`src/rtl/ram_arb_pkg.sv`:
```
// Shared types for the two-port RAM arbiter: FSM states, transfer op and the
// word returned when a handshake read is abandoned.
package ram_arb_pkg;

  typedef enum logic [1:0] {
    S_IDLE,
    S_ISSUE,
    S_WAIT_RD,
    S_DELIVER
  } state_e;

  typedef enum logic {
    OP_RD,
    OP_WR
  } op_e;

  localparam logic [15:0] DEAD_WORD = 16'hDEAD;

endpackage

```
`src/rtl/rr_pick2.sv`:
```
// Two-way selector: fixed CPU priority with a one-shot fairness override for
// port 1, or plain round-robin. Holds last_denied across arbitrations.
module rr_pick2 #(
  parameter int CPU_PRIO = 1
) (
  input  logic       clk,
  input  logic       rst_n,
  input  logic [1:0] req_i,
  input  logic       last_grant_i,
  input  logic       take_i,
  output logic       winner_o,
  output logic       valid_o
);

  logic last_denied_q;
  logic last_denied_d;

  // NOTE: every output of an always_comb gets a default first, so no path
  // leaves a signal unassigned and no latch is inferred.
  always_comb begin
    valid_o       = |req_i;
    winner_o      = 1'b0;
    last_denied_d = last_denied_q;
    if (req_i == 2'b10) begin
      winner_o = 1'b1;
    end else if (req_i == 2'b11) begin
      winner_o = (CPU_PRIO != 0) ? last_denied_q : ~last_grant_i;
    end
    if (take_i) begin
      last_denied_d = (req_i == 2'b11) && !winner_o;
    end
  end

  // NOTE: state registers use non-blocking assignments so every flop samples
  // pre-edge values regardless of block ordering.
  always_ff @(posedge clk or negedge rst_n) begin
    if (!rst_n) begin
      last_denied_q <= 1'b0;
    end else begin
      last_denied_q <= last_denied_d;
    end
  end

endmodule

```
`src/rtl/ram_arbiter.sv`:
```
// Shares one RAM port between the CPU (port 0) and a DMA/loader (port 1);
// sequences each transfer as ISSUE, then optional WAIT_RD/DELIVER for reads.
module ram_arbiter
  import ram_arb_pkg::*;
#(
  parameter int ADDR_W     = 24,
  parameter int DATA_W     = 16,
  parameter int RD_LATENCY = 1,
  parameter int TIMEOUT    = 255,
  parameter int CPU_PRIO   = 1
) (
  input  logic              clk,
  input  logic              rst_n,
  input  logic [ADDR_W-1:0] r0_addr_i,
  input  logic [DATA_W-1:0] r0_wr_data_i,
  input  logic              r0_wr_en_i,
  input  logic              r0_rd_en_i,
  output logic              r0_busy_o,
  output logic [DATA_W-1:0] r0_rd_data_o,
  output logic              r0_rd_ready_o,
  input  logic              r0_rd_ack_i,
  input  logic [ADDR_W-1:0] r1_addr_i,
  input  logic [DATA_W-1:0] r1_wr_data_i,
  input  logic              r1_wr_en_i,
  input  logic              r1_rd_en_i,
  output logic              r1_busy_o,
  output logic [DATA_W-1:0] r1_rd_data_o,
  output logic              r1_rd_ready_o,
  input  logic              r1_rd_ack_i,
  output logic [ADDR_W-1:0] mem_addr_o,
  output logic [DATA_W-1:0] mem_wr_data_o,
  output logic              mem_wr_en_o,
  output logic              mem_rd_en_o,
  input  logic [DATA_W-1:0] mem_rd_data_i,
  input  logic              mem_busy_i,
  input  logic              mem_rd_ready_i,
  output logic              mem_rd_ack_o,
  output logic              grant_id_o,
  output logic              err_timeout_o
);

  // The counter serves both modes, so RD_LATENCY must not exceed TIMEOUT+1.
  localparam int              CNT_W    = $clog2(TIMEOUT + 1);
  localparam logic [CNT_W-1:0] CNT_MAX  = CNT_W'(TIMEOUT);
  localparam logic [CNT_W-1:0] LAT_LAST = CNT_W'(RD_LATENCY - 1);

  state_e              state_q, state_d;
  op_e                 op_q;
  logic                grant_id_q;
  logic [ADDR_W-1:0]   mem_addr_q;
  logic [DATA_W-1:0]   mem_wr_data_q;
  logic                mem_wr_en_q, mem_rd_en_q, mem_rd_ack_q;
  logic [CNT_W-1:0]    cnt_q, cnt_d;
  logic [DATA_W-1:0]   rd_data0_q, rd_data1_q;
  logic [1:0]          rd_ready_q;
  logic                err_q;

  logic [1:0]          req;
  logic                winner, valid, take, win_wr;
  logic                rd_done, ack_d, timeout;
  logic [DATA_W-1:0]   rd_word;

  assign req    = {r1_wr_en_i | r1_rd_en_i, r0_wr_en_i | r0_rd_en_i};
  assign take   = (state_q == S_IDLE) && !mem_busy_i && valid;
  assign win_wr = winner ? r1_wr_en_i : r0_wr_en_i;

  rr_pick2 #(.CPU_PRIO(CPU_PRIO)) u_pick (
    .clk          (clk),
    .rst_n        (rst_n),
    .req_i        (req),
    .last_grant_i (grant_id_q),
    .take_i       (take),
    .winner_o     (winner),
    .valid_o      (valid)
  );

  always_comb begin
    state_d = state_q;
    cnt_d   = cnt_q;
    rd_done = 1'b0;
    ack_d   = 1'b0;
    timeout = 1'b0;
    rd_word = mem_rd_data_i;
    case (state_q)
      S_IDLE:   if (take) state_d = S_ISSUE;
      S_ISSUE: begin
        cnt_d   = '0;
        state_d = (op_q == OP_WR) ? S_IDLE : S_WAIT_RD;
      end
      S_WAIT_RD: begin
        cnt_d = (cnt_q == CNT_MAX) ? cnt_q : cnt_q + 1'b1;
        if (RD_LATENCY > 0) begin
          rd_done = (cnt_q == LAT_LAST);
        end else if (mem_rd_ready_i) begin
          rd_done = 1'b1;
          ack_d   = 1'b1;
        end else if (cnt_d == CNT_MAX) begin
          rd_done = 1'b1;
          timeout = 1'b1;
          rd_word = DATA_W'(DEAD_WORD);
        end
        if (rd_done) state_d = S_DELIVER;
      end
      S_DELIVER: if (grant_id_q ? r1_rd_ack_i : r0_rd_ack_i) state_d = S_IDLE;
      default:  state_d = S_IDLE;
    endcase
  end

  always_ff @(posedge clk or negedge rst_n) begin
    if (!rst_n) begin
      state_q       <= S_IDLE;
      op_q          <= OP_RD;
      grant_id_q    <= 1'b0;
      mem_addr_q    <= '0;
      mem_wr_data_q <= '0;
      mem_wr_en_q   <= 1'b0;
      mem_rd_en_q   <= 1'b0;
      mem_rd_ack_q  <= 1'b0;
      cnt_q         <= '0;
      rd_data0_q    <= '0;
      rd_data1_q    <= '0;
      rd_ready_q    <= '0;
      err_q         <= 1'b0;
    end else begin
      state_q      <= state_d;
      cnt_q        <= cnt_d;
      mem_wr_en_q  <= 1'b0;
      mem_rd_en_q  <= 1'b0;
      mem_rd_ack_q <= ack_d;
      // Capturing at grant time makes the strobes land exactly in ISSUE.
      if (take) begin
        grant_id_q    <= winner;
        op_q          <= win_wr ? OP_WR : OP_RD;
        mem_addr_q    <= winner ? r1_addr_i : r0_addr_i;
        mem_wr_data_q <= winner ? r1_wr_data_i : r0_wr_data_i;
        mem_wr_en_q   <= win_wr;
        mem_rd_en_q   <= !win_wr;
      end
      if (rd_done) begin
        if (grant_id_q) rd_data1_q <= rd_word;
        else            rd_data0_q <= rd_word;
        rd_ready_q[grant_id_q] <= 1'b1;
      end
      if (state_q == S_DELIVER && state_d == S_IDLE) rd_ready_q <= '0;
      if (timeout) err_q <= 1'b1;
    end
  end

  assign r0_busy_o     = !(take && !winner);
  assign r1_busy_o     = !(take && winner);
  assign r0_rd_data_o  = rd_data0_q;
  assign r1_rd_data_o  = rd_data1_q;
  assign r0_rd_ready_o = rd_ready_q[0];
  assign r1_rd_ready_o = rd_ready_q[1];
  assign mem_addr_o    = mem_addr_q;
  assign mem_wr_data_o = mem_wr_data_q;
  assign mem_wr_en_o   = mem_wr_en_q;
  assign mem_rd_en_o   = mem_rd_en_q;
  assign mem_rd_ack_o  = mem_rd_ack_q;
  assign grant_id_o    = grant_id_q;
  assign err_timeout_o = err_q;

endmodule
```
`config.mk`:
```
export PLATFORM = sky130hd
export DESIGN_NAME = ram_arbiter
export DESIGN_NICKNAME = d
export VERILOG_FILES = /design/src/rtl/ram_arb_pkg.sv /design/src/rtl/rr_pick2.sv /design/src/rtl/ram_arbiter.sv
export SDC_FILE = /design/constraint.sdc
export NUM_CORES = 1
export LEC_CHECK = 0
export CAP_MARGIN = 0
export CORE_MARGIN = 5
export CORE_UTILIZATION = 41
export DETAILED_ROUTE_END_ITERATION = 8
export PLACE_DENSITY = 0.79
export SYNTH_ARGS = -nofsm -noshare
export SYNTH_HDL_FRONTEND = slang
export SYNTH_SLANG_ARGS = --single-unit
```
`constraint.sdc`:
```
create_clock -name clk -period 2.25 [get_ports clk]
set_input_delay 0.225 -clock clk [delete_from_list [all_inputs] [get_ports clk]]
set_output_delay 0.225 -clock clk [all_outputs]
set_load 0.05 [all_outputs]
```
# ---- After elaboration in Yosys (flattened, before gate mapping)
# Cells that the tools add are included.
dict set report word_totals {
  regBits 89
  input_bits 106
  elab_cells 69
}
dict set report classes {
  n_addsub 1
  order_cmp 2
  eq_ne 7
  mux 22
  n_bitwise 4
  reduce_logical 21
}
# op n
set ops {}
lappend ops {{24-bit 2-to-1 mux} 1}
lappend ops {{16-bit 2-to-1 mux} 1}
lappend ops {{8-bit one-hot mux with 2 select lines} 1}
lappend ops {{2-bit 2-to-1 mux} 6}
lappend ops {{1-bit 2-to-1 mux} 10}
lappend ops {{8-bit by 1-bit adder with 8-bit output (second input constant)} 1}
lappend ops {{2-bit equality test (second input constant)} 4}
lappend ops {{8-bit equality test (second input constant)} 1}
lappend ops {{8-bit logical NOT} 1}
lappend ops {{8-bit 2-to-1 mux} 1}
lappend ops {{2-bit one-hot mux with 4 select lines} 1}
lappend ops {{1-bit logical AND} 7}
lappend ops {{2-bit AND reduction} 3}
lappend ops {{1-bit logical NOT} 5}
lappend ops {{2-bit logical NOT} 2}
lappend ops {{2-bit nonzero test} 2}
lappend ops {{2-bit by 1-bit equality test with 1-bit output (second input constant)} 1}
lappend ops {{1-bit by 2-bit less-than comparator with 1-bit output (second input constant)} 1}
lappend ops {{2-bit inequality test (second input constant)} 1}
lappend ops {{1-bit OR} 2}
lappend ops {{2-bit OR} 1}
lappend ops {{2-bit OR reduction} 1}
lappend ops {{1-bit demux with 1-bit select} 1}
lappend ops {{1-bit greater-or-equal comparator (second input constant)} 1}
lappend ops {{1-bit NOT} 1}

# ---- Longest topological paths before layout
# Gate-level depths: netlist (run 1).
dict set report depth {
  depth_word 8
  depth_mapped 7
  ltp_nobuf 6
}

# ---- Cells and area by module
# A second synthesis (run 1) with hierarchy kept.
dict set report hier_totals {
  cells_unflattened 348
  hier_area_um2 4007.6
}
# mod instances cells_each area_each_um2 seq_area_each_um2
set modules_own_cells {}
lappend modules_own_cells {ram_arbiter 1 341 3940.0 2202.1}
lappend modules_own_cells {rr_pick2 1 7 67.6 25.0}

# ---- Least setup slack after synthesis (run 1)
# Ideal clock, no wire load.
dict set report synth_path {
  kind {reg-to-reg}
  startpoint {register cnt_q[0]}
  endpoint {register rd_data0_q[10], in the netlist r0_rd_data_o[10]}
  setup_time_ps 125
  t_arrival_ps 1662
  required_time_ps 2125
  setup_slack_ps 462
  stages_incl_launch_ff 8
  path_buffers 1
  cell_sequence {dfrtp_1 inv_1 ha_1 nor4b_4 nand3_2 nor2_8 buf_12 mux2_4}
}
dict set report synth_via {
  elab_chain_cells 4
}
# element line
set synth_lines {}
lappend synth_lines {{start: declaration} ram_arbiter.sv:53} ;# logic [CNT_W-1:0] cnt_q, cnt_d;
lappend synth_lines {{start signal: assignment} ram_arbiter.sv:126} ;# cnt_q <= cnt_d;
lappend synth_lines {{8-bit logical NOT} ram_arbiter.sv:93} ;# rd_done = (cnt_q == LAT_LAST);
lappend synth_lines {{1-bit 2-to-1 mux (2 in a row)} ram_arbiter.sv:84} ;# case (state_q)
lappend synth_lines {{2-bit AND reduction (no source line)} -}
lappend synth_lines {{end signal: assignment} ram_arbiter.sv:141} ;# else rd_data0_q <= rd_word;
lappend synth_lines {{end: declaration} ram_arbiter.sv:54} ;# logic [DATA_W-1:0] rd_data0_q, rd_data1_q;
# Every way passes these cells. The select of a mux whose other input is x is not followed.
# A chain may end at the register's enable or synchronous reset.

# ---- Final worst setup path (run 1)
dict set report layout_path {
  startpoint {register state_q[1]}
  endpoint {output r0_busy_o}
}
dict set report layout_via {
  elab_chain_cells 5
}
# element line
set layout_lines {}
lappend layout_lines {{start: declaration} ram_arbiter.sv:47} ;# state_e state_q, state_d;
lappend layout_lines {{start signal: assignment} ram_arbiter.sv:125} ;# state_q <= state_d;
lappend layout_lines {{2-bit logical NOT} ram_arbiter.sv:64} ;# assign take = (state_q == S_IDLE) && !mem_busy_i && valid;
lappend layout_lines {{1-bit logical AND (2 in a row)} ram_arbiter.sv:64}
lappend layout_lines {{1-bit logical AND} ram_arbiter.sv:149} ;# assign r0_busy_o = !(take && !winner);
lappend layout_lines {{1-bit logical NOT} ram_arbiter.sv:149}
lappend layout_lines {{end: declaration} ram_arbiter.sv:18} ;# output logic r0_busy_o,
# Every way passes these cells.

==> results.json, run 1 <==
{
  "ys_warn_count": 0,
  "ant_nets": 0,
  "max_stage_delay_ns": 0.47,
  "crit_family": "simple AND/OR/NAND/NOR gates",
  "coreArea_um2": 9640,
  "layout_min_cycle_time_ns": 2.08,
  "initial_core_util_pct": 41.5,
  "syn_area_um2": 4000,
  "period_share_pct": 92.2,
  "portBuffers": 183,
  "clk_pin_slew_ns": 0.10,
  "synthFlopType": "dfrtp_1",
  "routed_wl_um": 10500,
  "yosysTopAreaCellShare_pct": 55.6,
  "fin_setup_tns_ns": 0,
  "synth_edf_count": 0,
  "io_pins": 187,
  "die_area_um2": 11800,
  "crit_buf_inv": 3,
  "slew_headroom_pct": 55.8,
  "cp_common_cell": "buf_4",
  "cts_sinks": 89,
  "yosysSeqAreaShare_pct": 55.6,
  "htree_num_levels": 3,
  "drive_gt1_share_pct": 14.7,
  "max_cap_violations": 0,
  "crit_required_ns": 2.03,
  "grt_max_degree": 47,
  "drtPass1Iterations": 4,
  "cpMaxStageDelayCell": "dfrtp_1",
  "syn_avg_cell_area_um2": 13.2,
  "die_y_um": 109,
  "first_global_vias": 3336,
  "placed_cell_area_um2": 5980,
  "grt_pass1_wl_um": 16600,
  "hold_path_class": "primary input to asynchronous set/reset pin",
  "place_hpwl_um": 8050,
  "antenna_found_initial": 0,
  "worst_slack_ns": 0.174,
  "crit_type": "flop to output port",
  "track_usage_pct": 17.8,
  "overflow": 0,
  "cts.path.max_buffers": 2,
  "gp_congestion": 0.873,
  "netlist_instances": 304,
  "ir_worst_vdd_v": 0.000880,
  "ys_types": 45,
  "worstMarginPinSlew_ns": 0.661,
  "cts_buffers": 9,
  "drt_iter0_drc": 86,
  "num_rows": 36,
  "vias_per_cell": 5.06,
  "total_leakage_power_nw": 2.66,
  "clk_latency_ns": 0.35,
  "rsz0062_at_grt": "false",
  "hold_viol": 0,
  "async_reset_ff_share_pct": 100,
  "die_w_um": 109,
  "final_nets": 599,
  "p_per_area_nw_per_um2": 1550,
  "vias": 3185,
  "path_cells": "nor3_4 -> nand2_1 -> nor2_4 -> buf_4 -> inv_1 -> buf_4",
  "outcome": "complete, no violations",
  "avgRoutedWirePerCell_um": 16.7,
  "max_freq_mhz": 482,
  "worstPathMaxFanout": 14,
  "dp_slack_ns": 0.237,
  "synth_top_cell_by_area": "dfrtp_1",
  "fin_area_um2": 6200,
  "syn2layout_area_growth_pct": 54.9,
  "regToRegSetupSlack_ns": 0.27,
  "worst_setup_path_end_kind": "output port",
  "arrival_ns": 1.85,
  "start_kind": "flop",
  "slew_violations": 0,
  "cts-root-buf": "clkbuf_8",
  "cts_tree": "built",
  "synth.area.top_cells": "dfrtp_1 (56%), a221o_1 (10%), mux2_4 (6.8%), and2_1 (6.4%), mux2_2 (4.2%)",
  "post-route-drc-count": 0,
  "skew_ns": 0.0140,
  "setup_viol": 0,
  "antenna_cells": 0,
  "synth-seq-cells": 89
}
## worst register-to-register path: stages, from the launching register on
cell     delay [ns]
dfrtp_1        0.43
inv_1          0.09
ha_1           0.14
nor4b_4        0.28
nand3_2        0.19
nor2_8         0.35
mux2_2         0.39
## flip-flops by register name, summed over array words and instances (netlist names)
register / count
mem_addr_o: 24
mem_wr_data_o: 16
r0_rd_data_o: 16
r1_rd_data_o: 16
cnt_q: 8
rd_ready_q: 2
state_q: 2
grant_id_o: 1
mem_rd_en_o: 1
mem_wr_en_o: 1
op_q: 1
u_pick.last_denied_q: 1
## power breakdown
| part | leakage (nW) | total, mW | internal, mW | switching, mW |
|---|---|---|---|---|
| clock network | 0.101 | 1.06 | 0.436 | 0.624 |
| logic | 1.46 | 5.76 | 2.30 | 3.46 |
| registers | 1.10 | 2.80 | 2.33 | 0.480 |
## what timing repair did
item                       4_1_cts  5_1_grt
pin swaps                        0        1
resized for setup                1        0
buffers inserted                 0        1
hold endpoints to repair        45        0
gates cloned                     0        0
hold buffers                     1        0
setup endpoints to repair        1        1
## cell families (layout without fill, tap and decap cells)
group	after synthesis	count (layout)	synth area share, %
AO/OA/AOI/OAI	68	68	15.3
multiplexers	34	34	11.2
flip-flops	89	89	55.6
AND/OR/NAND/NOR	84	84	13.5
buffers and inverters	26	217	3.53
other	1	2	0.0937
adder cells (fa/ha/maj)	2	2	0.625
## metrics by stage
stage               std cells  utilization, %  hold WS, ns  power [mW]
floorplan                 305               -      -0.0706        6.66
global placement          611            62.1        0.262        8.53
detailed placement        611            62.1        0.277        8.64
CTS                       628            64.2        0.422        9.73
global route              629            64.3        0.456        10.1
finish                    629            64.3        0.413        9.63
## final cells by class
| cell class | instances | area, µm² |
|---|---|---|
| clock buffers | 9 | 124 |
| clock inverters | 7 | 73.8 |
| fillers | 785 | 3440 |
| inverters | 7 | 26.3 |
| multi-input cells | 190 | 1650 |
| flip-flops and latches | 89 | 2230 |
| well taps | 133 | 166 |
| repair buffers | 194 | 1930 |
## final timing paths
kind,endpoint,startpoint,depth (start not counted)
worst max-delay path,r0_busy_o,state_q[1],6
worst min-delay path,r1_rd_data_o[13],rst_n,2
worst max register to register,r0_rd_data_o[0],cnt_q[0],6
worst min register to register,state_q[1],op_q,1
max in group asynchronous,r0_rd_data_o[8],rst_n,3
min in group clk,mem_wr_data_o[3],r0_wr_data_i[3],2
## synthesized netlist by cell type, types with 2 or more instances
| cell | instances |
|---|---|
| a211oi_1 | 2 |
| a21oi_1 | 7 |
| a221o_1 | 40 |
| a31oi_1 | 2 |
| and2_1 | 41 |
| and3_1 | 3 |
| and4_1 | 2 |
| buf_2 | 10 |
| buf_4 | 2 |
| clkbuf_1 | 5 |
| dfrtp_1 | 89 |
| ha_1 | 2 |
| inv_1 | 7 |
| mux2_2 | 15 |
| mux2_4 | 18 |
| nand2_1 | 14 |
| nand2b_1 | 4 |
| nand3_1 | 4 |
| nor2_1 | 8 |
| o211ai_1 | 2 |
| o21ai_0 | 3 |
## placed cells by master (no fill, tap or decap), types with 2 or more instances in the layout
cell and n:
clkdlybuf4s50_1 180, dfrtp_1 88, and2_1 41, a221o_1 40
mux2_4 18, mux2_2 15, nand2_1 14, buf_4 11
clkbuf_8 9, inv_1 7, nor2_1 7, a21oi_1 7
nand2b_1 4, nand3_1 4, o21ai_0 3, and3_1 3
clkinv_4 3, o211ai_1 2, a31oi_1 2, a211oi_1 2
and4_1 2, ha_1 2, conb_1 2, inv_8 2
buf_12 2
## layer usage
layer	track usage (%)	up-vias	wire length (µm)
met1	21.5	1542	4320
li1	-	1496	-
met3	5.15	14	775
met5	0	-	0
met2	30.5	133	5250
met4	6.22	0	185
Note: power is estimated with default switching activity, not from simulation.
==> run 2: changes to the inputs <==
--- a/config.mk
+++ b/config.mk
@@ -10,6 +10,7 @@
 export CORE_UTILIZATION = 41
 export DETAILED_ROUTE_END_ITERATION = 8
 export PLACE_DENSITY = 0.79
+export SLEW_MARGIN = 25
 export SYNTH_ARGS = -nofsm -noshare
 export SYNTH_HDL_FRONTEND = slang
 export SYNTH_SLANG_ARGS = --single-unit
==> results of run 2 <==
Same layout as run 1: the final DEF is identical, and so are final timing and power.
==> run 3: changes to the inputs <==
--- a/config.mk
+++ b/config.mk
@@ -6,7 +6,7 @@
 export NUM_CORES = 1
 export LEC_CHECK = 0
 export CAP_MARGIN = 0
-export CORE_MARGIN = 5
+export CORE_MARGIN = 2
 export CORE_UTILIZATION = 41
 export DETAILED_ROUTE_END_ITERATION = 8
 export PLACE_DENSITY = 0.79
==> results.json, run 3 (synthesized netlist as in run 1, its figures left out) <==
{
  "crit_required_ns": 2.03,
  "die_y_um": 103,
  "layout_commonest_cell": "clkdlybuf4s50_1",
  "antenna_cells": 0,
  "max_freq_mhz": 478,
  "drive_gt1_share_pct": 14.5,
  "grt_pass1_wl_um": 15500,
  "post-route-drc-count": 0,
  "r2r-end": "r0_rd_data_o[1]",
  "arrival_ns": 1.87,
  "crit_end": "r1_busy_o",
  "cts_sinks": 89,
  "setup_viol": 0,
  "coreArea_um2": 9640,
  "layout_min_cycle_time_ns": 2.09,
  "slew_violations": 0,
  "period_share_pct": 93.0,
  "final_nets": 599,
  "fill_cells": 774,
  "total_leakage_power_nw": 2.65,
  "drtPass1Iterations": 4,
  "clk_pin_slew_ns": 0.09,
  "place_hpwl_um": 7560,
  "fin_area_um2": 6190,
  "r2r_start": "cnt_q[0]",
  "htree_num_levels": 3,
  "track_usage_pct": 18.7,
  "num_rows": 36,
  "r2r.worst_path.cells": 6,
  "ir_worst_vdd_v": 0.000797,
  "largest_reg_flops": 24,
  "crit_buf_inv": 3,
  "overflow": 0,
  "worstPathMaxFanout": 14,
  "regToRegSetupSlack_ns": 0.26,
  "path_cells": "nor3_4 -> o221a_2 -> buf_4 -> inv_1 -> buf_4",
  "die_area_um2": 10600,
  "vias": 3161,
  "portBuffers": 183,
  "hold_path_class": "primary input to asynchronous set/reset pin",
  "final_cell_mix": "clkdlybuf4s50_1 (180), dfrtp_1 (89), and2_1 (41)",
  "cts_buffers": 9,
  "fin_setup_tns_ns": 0,
  "clk_latency_ns": 0.35,
  "antenna_found_initial": 0,
  "cpMaxStageDelayCell": "dfrtp_1",
  "cp_common_cell": "buf_4",
  "dp_slack_ns": 0.245,
  "routed_wl_um": 10100,
  "cts_tree": "built",
  "worst_slack_ns": 0.158,
  "crit_family": "flip-flops",
  "max_stage_delay_ns": 0.49,
  "ant_nets": 0,
  "slew_headroom_pct": 63.3,
  "avgRoutedWirePerCell_um": 16.1,
  "io_pins": 187,
  "placed_cell_area_um2": 5960,
  "first_global_vias": 3166,
  "gp_congestion": 0.898,
  "syn2layout_area_growth_pct": 54.8,
  "cts-root-buf": "clkbuf_8",
  "rsz0062_at_grt": "false",
  "hold_slack_ns": 0.397,
  "crit_start": "state_q[1]",
  "grt_max_degree": 42,
  "final_cells": 629,
  "path_depth": 5,
  "skew_ns": 0.0185,
  "vias_per_cell": 5.03,
  "drt_iter0_drc": 59,
  "hold_viol": 0,
  "p_per_area_nw_per_um2": 1580,
  "max_cap_violations": 0,
  "outcome": "complete, no violations",
  "die_w_um": 103,
  "worst_setup_path_end_kind": "output port",
  "start_kind": "flop",
  "worstMarginPinSlew_ns": 0.549,
  "cts.path.max_buffers": 2,
  "initial_core_util_pct": 41.5,
  "numPlacedInstances": 612,
  "crit_type": "flop to output port"
}
==> run 3: changes by cell type in the layout (fill, tap and decap cells not counted), moves of 2 or more <==
cell,before,now
clkinv_4,3,1
bufinv_16,0,2
buf_12,2,0
clkinvlp_4,0,2
inv_8,2,0
buf_4,11,13
==> run 3: layout make-up <==
class	instances	area [µm²]	share of cell area, %
Clock buffer	9	124	2.00
Clock inverter	7	101	1.64
Inverter	7	26.3	0.424
Multi-Input combinational cell	190	1640	26.5
Sequential cell	89	2230	36.0
Tap cell	133	166	2.69
Timing Repair Buffer	194	1910	30.8
==> run 3: worst register-to-register path, stage by stage (launching register included) <==
cell	delay, ns
dfrtp_1	0.42
inv_1	0.09
ha_1	0.16
nor4b_4	0.29
nand3_2	0.19
nor2_8	0.35
mux2_2	0.39
==> run 3: report_power, final <==
part | internal, mW | leakage (nW) | total [mW] | switching [mW]
clock | 0.635 | 0.106 | 1.22 | 0.587
combinational | 2.29 | 1.45 | 5.75 | 3.46
sequential | 2.32 | 1.10 | 2.81 | 0.485
==> run 3: worst min path at each step <==
stage / endpoint / slack [ns] / cells after the start
2_1_floorplan: cnt_q[0] / -0.07 / 0
3_3_place_gp: r1_rd_data_o[10] / 0.23 / 1
3_5_place_dp: r1_rd_data_o[10] / 0.23 / 1
4_1_cts: r1_rd_data_o[10] / 0.40 / 2
5_1_grt: cnt_q[5] / 0.43 / 2
6_report: mem_rd_en_o / 0.40 / 2
==> run 3: through the flow <==
step / total power, mW / utilization (%)
after floorplan: 6.66 / -
after global placement: 8.50 / 61.8
after detailed placement: 8.61 / 61.8
after CTS: 9.87 / 64.3
after global routing: 10.3 / 64.3
final: 9.79 / 64.3
==> run 3: what timing repair did <==
action,CTS,global route
buffers inserted,0,0
endpoints found under the hold margin,39,0
resized for setup,0,0
hold buffers,1,0
setup endpoints to repair,0,0
==> run 3: layer usage <==
metal | up-vias | GRT usage, % | wire, µm
met4 | 0 | 6.28 | 107
met2 | 134 | 31.9 | 5000
met1 | 1523 | 23.8 | 4290
li1 | 1495 | - | -
met3 | 9 | 4.14 | 746
met5 | - | 0 | 0
==> edit: new RTL, flow settings as in run 3 <==
`TIMEOUT`: 255 -> 510.
--- a/src/rtl/ram_arbiter.sv
+++ b/src/rtl/ram_arbiter.sv
@@ -7,5 +7,5 @@
   parameter int DATA_W     = 16,
   parameter int RD_LATENCY = 1,
-  parameter int TIMEOUT    = 255,
+  parameter int TIMEOUT    = 510,
   parameter int CPU_PRIO   = 1
 ) (
Check against the original RTL: same outputs for any inputs over 10 cycles, from zero or initial values and one cycle with rst_n low; that may be too few to reach the edited logic, so the function may still have changed.
==> edit against run 3 <==
- sequential cell count rose by 1
- die area rose by 2.1%
- final area is 1.2% higher
- synthesized cell count grew 4.6%
- power grew 0.54%
- global-route usage grew 0.61 points
- non-clock buffer count is 1 lower
- routed wire length up 0.97%
- synthesized area increased by 2.2%
- setup slack improved by 0.17 ns
- fmax rose by 8.7%
- sequential share of layout area hardly changed
- critical path type unchanged
- critical endpoint is now r0_busy_o
==> edit: results (changes against run 3) <==
Parameter                              Value

Run status
  Run status    finished clean

Synth
  Compound-Gate Fraction of Synth Area    0.145 (-0.00849)
  Synth area leaders    dfrtp_1, a221o_1, mux2_4
  Post-Syn Area per Cell    12.9 µm² (-2.3%)
  Number of flops mapped to enable cells by yosys    0 (unchanged)
  Ys flop type    dfrtp_1
  Number of different library cells in the post-synthesis netlist    44 (-2.2%)
  Mux cell area share after synthesis    0.107 (-0.00516)
  Commonest cells post-synth    dfrtp_1, and2_1, a221o_1
  Register area share after synthesis    0.551 (-0.00580)
  Adder-Cell Fraction of Synth Area    0.0116 (+0.00537)

GRT
  Vias in the first global route    3426 (+8.2%)
  Tot GR Track Use    0.193 (+0.00607)
  Pin count of the biggest net entering global routing    58 (+38%)
  First-pass GRT wire length    16800 µm (+8.2%)

Place
  GPL Wtd Cong    0.881 (-1.9%)
  Setup Slack @ Placement    0.260 ns (+0.0152 ns)
  Detailed Place HPWL    7800 µm (+3.2%)
  Cell Area, Placed    0.00603 mm² (+1.3%)
  Cells after DPL    623 (+1.8%)

CTS
  Number of gates given a new drive strength after cts    0 (unchanged)
  Worst-Skew Late Latency    0.35 ns (about the same)
  Clock buffer depth    2 (unchanged)
  Clock buffers created by TritonCTS    9 (unchanged)
  Cts hold-fix bufs    1 (unchanged)

Setup path
  Capturing element of the worst setup path    r0_busy_o
  Number of cells traversed by the worst register-to-register path    3 (-3)
  Crit path launch    state_q[1]$_DFF_PN0_
  Largest driver fanout on the critical path    9 (-5)
  Crit path largest cell delay    0.41 ns (-0.08 ns)
  Critical register-to-register path startpoint    cnt_q[3]$_DFFE_PN0P_
  Capture point of the worst reg-to-reg path    r1_rd_data_o[6]$_DFFE_PN0P_

Detailed routing
  Overall via count from detail_route    3338 (+5.6%)
  Starting DRC count in detailed routing    105 (+78%)
  Wire length per cell after detailed routing    16.0 µm (-0.77%)

Layout
  Largest register FFs    24 (unchanged)
  Count of placed standard cells in the final layout, fillers left out    640 (+1.7%)
  Final-stage net count    611 (+2.0%)
  Layout cells sized above 1    0.136 (-0.00907)

Timing
  Setup WS post-layout    0.325 ns (+0.167 ns)
  Slew Limit Headroom    0.522 (-0.111)
  Count of pins over their slew limit    0 (unchanged)
  Worst Hold Margin    0.466 ns (+0.0693 ns)
  Final worst clock skew    0.0128 ns (-0.00569 ns)

Min path
  Type of the most critical hold path    in2async

Pwr
  Worst-case vdd ir drop    707 µV (-11%)
  Leakage power of the design    0.00268 µW (+1.0%)
## edit: metal layers
metal  global-route usage  wire (µm)  up-vias
li1                     -          -     1551
met1                0.234       4300     1622
met2                0.333       4990      144
met3               0.0432        656       21
met4               0.0840        295        0
met5                    0          0        -
## edit: worst max-delay path, delay by kind of cell, from the launching register on
kind / cells / cell delay [ns]
simple gates: 3 / 0.67
buf+inv: 2 / 0.26
flops: 1 / 0.41
## edit: report_power, final
group / internal [µW] / total [µW] / switching, µW
Combinational: 2290 / 5830 / 3530
Sequential: 2350 / 2800 / 451
Clock: 635 / 1210 / 579
Total: 5280 / 9840 / 4560
## edit: layout make-up
type / instances / area (µm²)
fillers: 787 / 3460
flip-flops and latches: 90 / 2250
repair buffers: 193 / 1910
multi-input cells: 201 / 1690
well taps: 133 / 166
clock buffers: 9 / 124
clock inverters: 7 / 101
inverters: 7 / 26.3
